<file path="config.mk">
export PLATFORM = sky130hd
export DESIGN_NAME = hold_timer
export DESIGN_NICKNAME = d
export VERILOG_FILES = /design/src/rtl/tt_sweep_checker_pkg.sv /design/src/rtl/tt_sweep_checker_hold_timer.sv
export SDC_FILE = /design/constraint.sdc
export NUM_CORES = 1
export LEC_CHECK = 0
export BUFFER_PORTS_ARGS = -buffer_cell sky130_fd_sc_hd__buf_4
export CORE_AREA = 2 2 39 41
export CTS_CLUSTER_DIAMETER = 50
export DETAILED_ROUTE_END_ITERATION = 12
export DIE_AREA = 0 0 41 43
export GPL_TIMING_DRIVEN = 0
export PLACE_DENSITY = 0.3
export SYNTH_ARGS = -nofsm -noshare
export SYNTH_HDL_FRONTEND = slang
export SYNTH_SLANG_ARGS = --single-unit
</file>
<file path="constraint.sdc">
create_clock -name clk -period 2.4 [get_ports clk]
set_input_delay 0.24 -clock clk [delete_from_list [all_inputs] [get_ports clk]]
set_output_delay 0.24 -clock clk [all_outputs]
set_load 0.005 [all_outputs]
</file>
<file path="src/rtl/tt_sweep_checker_pkg.sv">
// ---------------------------------------------------------------------------
// tt_sweep_pkg : shared types and sizes for the truth-table sweep checker
// Rev 1.0 - initial release
// ---------------------------------------------------------------------------
`default_nettype none

package tt_sweep_pkg;

  localparam int NUM_VECTORS = 8;
  localparam int VEC_W       = 3;
  localparam int ERR_W       = 4;

  typedef enum logic [1:0] {
    IDLE   = 2'd0,
    RUN    = 2'd1,
    FINISH = 2'd2
  } state_e;

  // Width of a counter spanning 0..cycles-1, never narrower than one bit.
  function automatic int hold_cnt_w(input int cycles);
    return (cycles <= 2) ? 1 : $clog2(cycles);
  endfunction

endpackage

`default_nettype wire

</file>
<file path="src/rtl/tt_sweep_checker_hold_timer.sv">
// ---------------------------------------------------------------------------
// hold_timer : counts 0..HOLD_CYCLES-1 while enabled, flags the last count
// Rev 1.0 - initial release
// ---------------------------------------------------------------------------
`default_nettype none

module hold_timer
  import tt_sweep_pkg::*;
#(
  parameter int HOLD_CYCLES = 10
) (
  input  logic clk,
  input  logic rst,
  input  logic load_i,
  input  logic en_i,
  output logic tc_o
);

  localparam int CNT_W = hold_cnt_w(HOLD_CYCLES);
  localparam logic [CNT_W-1:0] LAST = CNT_W'(HOLD_CYCLES - 1);

  logic [CNT_W-1:0] count_q;
  logic [CNT_W-1:0] count_d;

  always_comb begin
    count_d = count_q;
    if (load_i) begin
      count_d = '0;
    end else if (en_i) begin
      count_d = (count_q == LAST) ? '0 : count_q + CNT_W'(1);
    end
  end

  always_ff @(posedge clk) begin
    if (rst) begin
      count_q <= '0;
    end else begin
      count_q <= count_d;
    end
  end

  assign tc_o = en_i && !load_i && (count_q == LAST);

endmodule

`default_nettype wire

</file>
After elaboration in Yosys (flattened, before gate mapping)
Index checks and enable logic that the tools add are counted.

word-level totals
  output and inout port bits = 1
  register bits after elaboration = 4
  input bits = 4
  word-level logic and storage cells = 8

cells by class
  add/sub/neg operators = 1
  equality and inequality tests = 1
  reductions and logical operators = 4
  muxes and demuxes = 1

operators with widths
  cell                 number
  $add 4x1->4 const B  1
  $eq 4x4->1 const B   1
  $mux 4               1
  $logic_and 1x1->1    2
  $reduce_or 2->1      1
  $logic_not 1->1      1

Depth between registers and ports, before layout
Gate-level depths: netlist of run 1.

  depth after elaboration = 3
  mapped depth = 3
  depth with buffers taken out = 3

Least setup slack after synthesis of run 1
OpenSTA, ideal clock, no wires.

  path kind = reg2reg
  from = register count_q[2]
  to = register count_q[1]
  clock period less this slack = 1.038 ns
  setup slack = 1.362 ns
  stages on the path, launching flop included = 4
  data required time = 2.321 ns
  library setup time = 0.079 ns
  buffers on the path = 0
  arrival = 0.959 ns
  cell sequence = dfxtp_1 nand2b_1 or3b_1 a211oi_2

between the ends
  cells in the longest elaborated chain, start to end = 2

ends and longest elaborated chain
  item                    RTL line                           source
  from (decl)             tt_sweep_checker_hold_timer.sv:22  logic [CNT_W-1:0] count_q;
  from (signal assigned)  tt_sweep_checker_hold_timer.sv:38  count_q <= count_d;
  $eq 4x4->1              tt_sweep_checker_hold_timer.sv:30  count_d = (count_q == LAST) ? '0 : count_q + CNT_W'(1);
  $mux 4                  tt_sweep_checker_hold_timer.sv:30

Every way passes these cells.
A chain may end at the register's enable or synchronous reset.

Final worst setup path of run 1
  from = register count_q[0]
  to = output tc_o

between the ends
  cells in the longest elaborated chain, start to end = 2

ends and longest elaborated chain
  item               RTL line                           source
  $eq 4x4->1         tt_sweep_checker_hold_timer.sv:42  assign tc_o = en_i && !load_i && (count_q == LAST);
  $logic_and 1x1->1  tt_sweep_checker_hold_timer.sv:42
  to (decl)          tt_sweep_checker_hold_timer.sv:16  output logic tc_o

Every way passes these cells.

==> results.rst, run 1 <==
.. list-table::
   :header-rows: 1

   * - Metric
     - Value
   * - Status
     - completed
   * - Slew @ Worst Pin
     - 0.2220 ns
   * - Setup slack after placement
     - 1.283 ns
   * - Sequential share of power
     - 43.6%
   * - Port Buffers
     - 4
   * - Worst Setup End Kind
     - output pin
   * - H-tree Lvls
     - 1
   * - Final HPWL from detailed placement
     - 338.8 um
   * - Most flop-heavy register
     - count_q
   * - Core footprint
     - 1384 sq um
   * - Largest registers in the final layout
     - count_q: 4 flops
   * - Routed length per placed instance
     - 9.182 um
   * - Net load switching power
     - 30.23 uW
   * - Critical Path RT
     - 2.16 ns
   * - Cell with the largest stage delay on the worst path
     - dfxtp_1
   * - Vias per cell
     - 3.886
   * - Hold buffer count at CTS
     - 0
   * - Number of cells traversed by the worst register-to-register path
     - 3
   * - Flip-flop count of the largest register, all copies and words added
     - 4
   * - Class of the most critical setup path
     - register to output pin
   * - Clock edge transition at the registers on the reported setup and hold paths
     - 0.03 ns
   * - Cell Chain, Critical Path
     - nand2_2 -> nor4_1 -> buf_4
   * - Via count of the first global-routing pass
     - 212
   * - Portion of the post-synthesis area used by sequential elements
     - 40.00%
   * - Post-route clock period utilization
     - 55.18%
   * - Synthesized instance count
     - 21
   * - Number of top-level design ports
     - 5
   * - Post-CTS setup buffer count
     - 0
   * - Height of the die
     - 43 um
   * - Number of remaining DRC errors
     - 0
   * - Synth Register Bits
     - 4
   * - GP Congestion
     - 0.6291
   * - Total clock sinks
     - 4
   * - Kind of path behind the tightest hold check
     - primary input to register
   * - Setup skew after layout
     - 0.001243 ns
   * - Count of vias placed by the detailed router
     - 171
   * - Critical register-to-register path endpoint
     - count_q[1]
   * - Endpoint of the worst setup timing path
     - tc_o
   * - GRT Overall Usage
     - 7.615%
   * - Power per cell area
     - 585.5 nW/um^2
   * - Syn-to-layout area delta
     - 36.25%
   * - Number of CTS-inserted buffers
     - 3
   * - First-pass GRT wire length
     - 807 um
   * - Effective utilization at floorplan
     - 14.47%
   * - Detailed-router iteration count before antenna repair
     - 2
   * - Diode count
     - 0
   * - Switching portion of total power
     - 18.93%
   * - Biggest cell delay along the critical path
     - 0.38 ns
   * - Critical hold path startpoint
     - rst
   * - Ys Warns
     - 0
   * - Startpoint of the worst register-to-register path
     - count_q[2]
   * - Maximum clock frequency
     - 755.1 MHz
   * - Int Power
     - 129.5 uW
   * - Arrival time of the worst setup path
     - 1.08 ns
   * - Startpoint type of the worst setup path
     - register
   * - Skew-Pair Late Insertion Delay
     - 0.23 ns
   * - Min Clock Period, post-route
     - 1.324 ns
   * - Rel. slew slack
     - 85.06%
   * - Quantity of gates resized following cts
     - 0
   * - Worst hold-check slack
     - 0.1996 ns
   * - Proportion of layout cells with a drive suffix above 1
     - 39.29%
   * - Row count
     - 14
   * - Post-route setup TNS
     - 0 ns
   * - Count of endpoints failing hold in the final timing report
     - 0
   * - Fin nets
     - 34
   * - Pin count of the biggest net entering global routing
     - 8
   * - Reported leakage power
     - 0.00009612 uW
   * - Die area
     - 1763 sq um
   * - Hold Path Cell Cnt
     - 2
   * - Syn_nets
     - 25
   * - Reg2reg setup slack
     - 1.28 ns
   * - Proportion of power drawn by the clock network
     - 49.6%
   * - Total length of routed wires
     - 404 um
   * - Proportion of power drawn by combinational gates
     - 6.8%
   * - CTS max path bufs
     - 2
   * - Total of endpoints with negative setup slack in the final report
     - 0
   * - Die width
     - 41 um
   * - Count of maximum capacitance violations
     - 0
   * - Critical Path Fanout Max
     - 4
   * - RSZ-0062 raised after global routing
     - false
   * - Count of pins over their slew limit
     - 0
   * - Most frequent cells in the layout
     - dfxtp_1 (4), buf_4 (4), clkbuf_4 (3), nor3_1 (2), o21ai_0 (2)
   * - Distinct cells, synth
     - 16
   * - Post-synthesis instance area
     - 200.2 sq um
   * - Antenna violations before repair
     - 0
   * - Launching element of the worst setup path
     - count_q[0]
   * - Initial DRC count
     - 3
   * - Remaining number of nets flagged by the antenna check after routing
     - 0
   * - Clock tree from TritonCTS
     - done
   * - Mean instance size in the synthesized netlist
     - 9.533 sq um
   * - Maximum VDD drop
     - 0.1713 mV
   * - Setup WS post-layout
     - 1.076 ns
   * - Clk Tree Root Cell
     - clkbuf_4
   * - GRT overflow
     - 0
[logic make-up (layout without fill, tap and decap cells)]
group	count (synthesis)	in the layout	synth area share, %
simple gates	11	11	36.26
compound gates	4	4	15.00
flops	4	4	40.00
xor+xnor	2	2	8.752
buf+inv	0	7	0
[metal layers]
metal | part of all wire, % | wire length [um] | track usage, %
met3 | 3.2 | 13 | 3.665
met2 | 60 | 241 | 10.31
met5 | 0 | 0 | 0
met1 | 37 | 150 | 6.709
met4 | 0 | 0 | 10.00
[cell type report]
type | count | area, sq um
clock buffer | 3 | 22.52
fill | 155 | 1111
sequential | 4 | 80.08
tap | 16 | 20.02
multi-input combinational | 17 | 120.1
timing repair buffer | 4 | 30.03
[synthesized netlist by cell type]
master / n / area [sq um]
nor4_1: 1 / 6.260
o21ai_0: 2 / 10.01
xnor2_1: 1 / 8.760
nand2_1: 1 / 3.750
and2b_2: 1 / 8.760
and4b_2: 1 / 11.26
dfxtp_1: 4 / 80.08
a211oi_2: 1 / 12.51
nor3_1: 2 / 10.01
nand2_2: 1 / 6.260
or3b_1: 1 / 8.760
a211oi_1: 1 / 7.510
nand2b_1: 1 / 6.260
xor2_1: 1 / 8.760
nor2b_1: 1 / 6.260
nand3_1: 1 / 5.000
[worst max-delay path: cells and delay by family, from the launching register on]
family,cells,cell delay (ns)
buf+inv,1,0.15
simple gates,2,0.33
flops,1,0.38
[worst min-delay path by stage]
stage                       endpoint  slack (ns)
after floorplan           count_q[1]        0.30
after global placement    count_q[1]        0.44
after detailed placement  count_q[1]        0.44
after CTS                 count_q[1]        0.19
after global routing      count_q[1]        0.19
final                     count_q[1]        0.20
[power by group through the flow]
stage / clock, uW / combinational (uW) / sequential (uW)
2_1_floorplan: 0 / 3.73 / 70.3
3_3_place_gp: 0 / 10.8 / 70.5
3_5_place_dp: 0 / 11.0 / 70.5
4_1_cts: 85.1 / 11.1 / 69.5
5_1_grt: 88.5 / 12.0 / 69.9
6_report: 79.2 / 10.9 / 69.6
[through the flow]
step	util, %	power (uW)	area (sq um)	std cells
after floorplan	-	74.00	200.2	21
after global routing	19.71	170.4	272.8	44
after CTS	19.71	165.7	272.8	44
after global placement	18.08	81.23	250.2	41
after detailed placement	18.08	81.56	250.2	41
final	19.71	159.7	272.8	44
Power figures use the tool's default switching activity.
==> run 2, diff against run 1 <==
--- a/config.mk
+++ b/config.mk
@@ -5,6 +5,7 @@
 export SDC_FILE = /design/constraint.sdc
 export NUM_CORES = 1
 export LEC_CHECK = 0
+export ABC_AREA = 1
 export BUFFER_PORTS_ARGS = -buffer_cell sky130_fd_sc_hd__buf_4
 export CORE_AREA = 2 2 39 41
 export CTS_CLUSTER_DIAMETER = 50
==> constraint.sdc (replaced) <==
create_clock -name clk -period 1.2 [get_ports clk]
set_input_delay 0.12 -clock clk [delete_from_list [all_inputs] [get_ports clk]]
set_output_delay 0.12 -clock clk [all_outputs]
set_load 0.005 [all_outputs]
==> results.rst, run 2 <==
.. list-table::
   :header-rows: 1

   * - Metric
     - Value
   * - Number of enable flip-flop cells after synthesis
     - 0
   * - Skew-Pair Late Insertion Delay
     - 0.23 ns
   * - Critical Path RT
     - 1.08 ns
   * - Critical Path Fanout Max
     - 4
   * - Number of remaining DRC errors
     - 0
   * - Final HPWL from detailed placement
     - 297.5 um
   * - Mean instance size in the synthesized netlist
     - 6.951 sq um
   * - Leading post-synthesis cells by instance count
     - nor2_1 (6), nand2_1 (5), dfxtp_1 (4), inv_1 (2), nor2_2 (2)
   * - Syn-to-layout area delta
     - 48.67%
   * - Die area
     - 1763 sq um
   * - GRT Overall Usage
     - 5.812%
   * - Power per cell area
     - 1163 nW/um^2
   * - Post-route setup TNS
     - 0 ns
   * - Post-synthesis async set-or-reset flop share
     - 0%
   * - RSZ-0062 raised after global routing
     - true
   * - Number of top-level design ports
     - 5
   * - Height of the die
     - 43 um
   * - Number of CTS-inserted buffers
     - 3
   * - Most flop-heavy register
     - count_q
   * - Worst hold-check slack
     - 0.1491 ns
   * - Arrival time of the worst setup path
     - 1.02 ns
   * - Post-synthesis instance area
     - 187.7 sq um
   * - Maximum VDD drop
     - 0.3032 mV
   * - Count leader, synth
     - nor2_1
   * - Total of endpoints with negative setup slack in the final report
     - 0
   * - Most used DFF post-synth
     - dfxtp_1
   * - Cell Chain, Critical Path
     - nand2_4 -> nor2_4 -> nand2_2 -> nor2_2 -> buf_4
   * - Cell with the largest stage delay on the worst path
     - dfxtp_4
   * - Effective utilization at floorplan
     - 13.56%
   * - Utilization after layout
     - 20.16%
   * - Min Clock Period, post-route
     - 1.142 ns
   * - Total length of routed wires
     - 373 um
   * - Post-CTS setup buffer count
     - 0
   * - Setup skew after layout
     - 0.002642 ns
   * - Distinct cells, synth
     - 13
   * - Class of the most critical setup path
     - register to output pin
   * - GRT overflow
     - 0
   * - Reported leakage power
     - 0.0001167 uW
   * - Area share of the largest cell type after synthesis
     - 42.67%
   * - Port Buffers
     - 4
   * - GP Congestion
     - 0.6312
   * - Row count
     - 14
   * - Count of pins over their slew limit
     - 0
   * - Core footprint
     - 1384 sq um
   * - Setup WS post-layout
     - 0.05780 ns
   * - Diode count
     - 0
   * - Vias per cell
     - 3.620
   * - Fin nets
     - 40
   * - Kind of path behind the tightest hold check
     - primary input to register
   * - Remaining number of nets flagged by the antenna check after routing
     - 0
   * - Status
     - completed
   * - Post-route clock period utilization
     - 95.18%
   * - Most area-consuming cells after synthesis
     - dfxtp_1 (43%), nor2_1 (12%), nand2_1 (10%)
   * - Count of vias placed by the detailed router
     - 181
   * - Commonest non-fill, non-tap cell in the layout
     - nor2_1
   * - Ys Warns
     - 0
   * - Clock tree from TritonCTS
     - done
   * - Flip-flop count of the largest register, all copies and words added
     - 4
   * - First-pass GRT wire length
     - 614 um
   * - Leading area contributor after synthesis
     - dfxtp_1
   * - Initial DRC count
     - 2
   * - Critical hold path startpoint
     - rst
   * - Detailed-router iteration count before antenna repair
     - 3
   * - H-tree Lvls
     - 1
   * - Antenna violations before repair
     - 0
   * - Launching element of the worst setup path
     - count_q[0]
   * - Syn_nets
     - 31
   * - Die width
     - 41 um
   * - Slew @ Worst Pin
     - 0.1731 ns
   * - Count of endpoints failing hold in the final timing report
     - 0
   * - Maximum clock frequency
     - 875.5 MHz
   * - Routed length per placed instance
     - 7.460 um
   * - Rel. slew slack
     - 88.44%
   * - Worst Setup End Kind
     - output pin
   * - Clock edge transition at the registers on the reported setup and hold paths
     - 0.04 ns
   * - Total clock sinks
     - 4
   * - CTS max path bufs
     - 2
   * - Startpoint of the worst register-to-register path
     - count_q[1]
   * - Setup slack after placement
     - 0.2644 ns
   * - Startpoint type of the worst setup path
     - register
   * - Portion of the post-synthesis area used by sequential elements
     - 42.67%
   * - Synth Register Bits
     - 4
   * - Synthesized instance count
     - 27
   * - Count of maximum capacitance violations
     - 0
   * - Clk Tree Root Cell
     - clkbuf_4
   * - Proportion of layout cells with a drive suffix above 1
     - 41.18%
   * - Most frequent cells in the layout
     - nor2_1 (5), nand2_1 (4), buf_4 (4), clkbuf_4 (3), dfxtp_1 (3)
   * - Pin count of the biggest net entering global routing
     - 6
   * - Biggest cell delay along the critical path
     - 0.35 ns
   * - Largest registers in the final layout
     - count_q: 4 flops
   * - Pwr Total
     - 324.6 uW
   * - Via count of the first global-routing pass
     - 170
run 2: kinds of logic (layout without fill, tap and decap cells):
logic type      count (synthesis)  in the layout  share of synthesized area [%]
buf+inv                         3             10                          6.000
flops                           4              4                          42.67
simple gates                   17             17                          41.34
compound gates                  3              3                          10.00
run 2: final cells by class:
cell class,count,area (sq um)
Fill cell,164,1105
Multi-Input combinational cell,20,111.4
Sequential cell,4,83.83
Timing Repair Buffer,4,30.03
Clock buffer,3,22.52
Tap cell,16,20.02
Inverter,3,11.26
run 2: through the flow:
stage          cells  area [sq um]
2_1_floorplan     27         187.7
3_3_place_gp      47         237.7
3_5_place_dp      47         237.7
4_1_cts           50         260.3
5_1_grt           50         279.0
6_report          50         279.0
run 2: worst paths after layout:
path                                   end  slack (ns)  cells past startpoint
worst max-delay path                  tc_o        0.06                      5
worst min register to register  count_q[0]        0.52                      2
worst max register to register  count_q[3]        0.34                      5
worst min-delay path            count_q[3]        0.15                      4
run 2: critical path: cells and delay by family, from the launching register on:
family	cells	cell delay, ns
and+or+nand+nor	4	0.34
buffers and inverters	1	0.11
DFF	1	0.35
run 2: what timing repair did:
action                                  4_1_cts  5_1_grt
endpoints found under the setup margin        0        1
hold buffers                                  0        0
gates resized for setup                       0        6
run 2: power by group:
group          internal [uW]  leakage, uW  switching (uW)
clock network            112    0.0000138            52.6
logic                   11.4    0.0000698            11.3
registers                135    0.0000331            2.61
total                    258     0.000117            66.5
run 2: per-layer routing:
| metal | vias to the layer above | track usage, % | wire, um |
|---|---|---|---|
| met4 | 0 | 8.000 | 5 |
| met1 | 74 | 5.431 | 151 |
| met3 | 2 | 3.141 | 22 |
| met5 | - | 0 | 0 |
| li1 | 101 | - | - |
| met2 | 4 | 7.187 | 193 |
==> run 3, diff against run 2 <==
--- a/config.mk
+++ b/config.mk
@@ -16,3 +16,4 @@
 export SYNTH_ARGS = -nofsm -noshare
 export SYNTH_HDL_FRONTEND = slang
 export SYNTH_SLANG_ARGS = --single-unit
+export TNS_END_PERCENT = 20
==> constraint.sdc (replaced) <==
create_clock -name clk -period 1.3 [get_ports clk]
set_input_delay 0.13 -clock clk [delete_from_list [all_inputs] [get_ports clk]]
set_output_delay 0.13 -clock clk [all_outputs]
set_load 0.005 [all_outputs]
==> results.rst, run 3 (synthesis gave the netlist of run 2 again) <==
.. list-table::
   :header-rows: 1

   * - Metric
     - Value
   * - Total length of routed wires
     - 366 um
   * - Startpoint of the worst register-to-register path
     - count_q[1]
   * - Initial DRC count
     - 2
   * - First-pass GRT wire length
     - 614 um
   * - Count of vias placed by the detailed router
     - 182
   * - Number of remaining DRC errors
     - 0
   * - Cell with the largest stage delay on the worst path
     - dfxtp_2
   * - Slew @ Worst Pin
     - 0.1461 ns
   * - Gate family responsible for the most delay along the worst path
     - simple AND/OR/NAND/NOR gates
   * - Diode count
     - 0
   * - Post-route clock period utilization
     - 87.77%
   * - Rel. slew slack
     - 90.15%
   * - Count of filler cells inserted in the layout
     - 166
   * - Proportion of layout cells with a drive suffix above 1
     - 35.29%
   * - Arrival time of the worst setup path
     - 1.01 ns
   * - Largest registers in the final layout
     - count_q: 4 flops
   * - GRT overflow
     - 0
   * - Row count
     - 14
   * - Clock edge transition at the registers on the reported setup and hold paths
     - 0.04 ns
   * - Remaining number of nets flagged by the antenna check after routing
     - 0
   * - CTS max path bufs
     - 2
   * - Reported leakage power
     - 0.0001098 uW
   * - Count of buffering cells on the critical path with inverters included
     - 1
   * - Most flop-heavy register
     - count_q
   * - Status
     - completed
   * - Number of top-level design ports
     - 5
   * - Fin nets
     - 40
   * - Post-CTS setup buffer count
     - 0
   * - Cell Chain, Critical Path
     - nand2_2 -> nor2_2 -> nand2_1 -> nor2_1 -> buf_4
   * - Reg2reg setup slack
     - 0.48 ns
   * - Die width
     - 41 um
   * - Hold buffer count at CTS
     - 0
   * - H-tree Lvls
     - 1
   * - Startpoint type of the worst setup path
     - register
   * - Biggest cell delay along the critical path
     - 0.33 ns
   * - Setup slack after placement
     - 0.3544 ns
   * - Antenna violations before repair
     - 0
   * - Commonest non-fill, non-tap cell in the layout
     - nor2_1
   * - Class of the most critical setup path
     - register to output pin
   * - Effective utilization at floorplan
     - 13.56%
   * - Number of CTS-inserted buffers
     - 3
   * - Most frequent cells in the layout
     - nor2_1 (6), nand2_1 (5), buf_4 (4), clkbuf_4 (3), dfxtp_1 (3)
   * - Number of cells traversed by the worst register-to-register path
     - 5
   * - FF+latch area
     - 81.33 sq um
   * - Count of pins over their slew limit
     - 0
   * - Vias per cell
     - 3.640
   * - Final HPWL from detailed placement
     - 297.5 um
   * - Kind of path behind the tightest hold check
     - primary input to register
   * - Skew-Pair Late Insertion Delay
     - 0.23 ns
   * - Critical Path RT
     - 1.17 ns
   * - Pin count of the biggest net entering global routing
     - 6
   * - Setup skew after layout
     - 0.002670 ns
   * - Setup WS post-layout
     - 0.1590 ns
   * - Total of endpoints with negative setup slack in the final report
     - 0
   * - Power per cell area
     - 1139 nW/um^2
   * - Syn-to-layout area delta
     - 39.33%
   * - Hold Path Sink
     - count_q[3]
   * - Critical register-to-register path endpoint
     - count_q[3]
   * - Maximum VDD drop
     - 0.2778 mV
   * - Count of endpoints failing hold in the final timing report
     - 0
   * - Worst Setup End Kind
     - output pin
   * - Die area
     - 1763 sq um
   * - Total clock sinks
     - 4
   * - Quantity of gates resized following cts
     - 0
   * - Min Clock Period, post-route
     - 1.141 ns
   * - Flip-flop count of the largest register, all copies and words added
     - 4
   * - Maximum clock frequency
     - 876.5 MHz
   * - Detailed-router iteration count before antenna repair
     - 3
   * - Core footprint
     - 1384 sq um
   * - Clock tree from TritonCTS
     - done
   * - Count of maximum capacitance violations
     - 0
   * - Via count of the first global-routing pass
     - 170
   * - Height of the die
     - 43 um
   * - GRT Overall Usage
     - 5.812%
   * - Hold Path Cell Cnt
     - 4
   * - Routed length per placed instance
     - 7.320 um
   * - Post-route setup TNS
     - 0 ns
   * - Port Buffers
     - 4
   * - Clk Tree Root Cell
     - clkbuf_4
   * - GP Congestion
     - 0.6312
   * - Critical hold path startpoint
     - rst
   * - Area of the multi-input gates
     - 96.34 sq um
   * - RSZ-0062 raised after global routing
     - false
   * - Critical Path Fanout Max
     - 4
run 3: worst max-delay path by stage:
stage,from,to,slack [ns],cells after the start
3_3_place_gp,count_q[0],tc_o,0.36,5
6_report,count_q[0],tc_o,0.16,5
3_5_place_dp,count_q[0],tc_o,0.35,5
2_1_floorplan,count_q[0],tc_o,0.50,4
4_1_cts,count_q[0],tc_o,0.11,5
5_1_grt,count_q[0],tc_o,0.04,5
run 3: per-layer routing:
layer	vias up	GRT usage, %	share of wire [%]	wire (um)
met2	4	7.187	52	189
met4	0	8.000	1.4	5
met3	2	3.141	6.0	22
li1	100	-	-	-
met5	-	0	0	0
met1	76	5.431	41	149
run 3: power breakdown:
group          total (uW)  switching, uW  internal [uW]
Sequential            128           1.73            126
Clock                 152           48.6            103
Combinational        18.6           9.01           9.61
run 3: area by class of cell:
type                       instances  share of cell area, %
inverter                           3                  4.306
clock buffer                       3                  8.612
tap                               16                  7.655
sequential                         4                  31.10
multi-input combinational         20                  36.84
timing repair buffer               4                  11.48
run 3: through the flow:
stage / area, sq um / power, uW / hold WS (ns) / cells / utilization (%)
floorplan: 187.7 / 137.6 / 0.2649 / 27 / -
global placement: 237.7 / 148.3 / 0.3937 / 47 / 17.18
detailed placement: 237.7 / 148.1 / 0.4066 / 47 / 17.18
CTS: 260.3 / 304.8 / 0.1563 / 50 / 18.81
global route: 261.5 / 324.4 / 0.1615 / 50 / 18.90
finish: 261.5 / 297.8 / 0.1587 / 50 / 18.90
run 3: worst register-to-register path: stages, from the launching register on:
cell     delay (ns)
dfxtp_1        0.36
inv_2          0.06
nor2_1         0.12
nand3_1        0.08
nand2_1        0.07
nor2_1         0.04
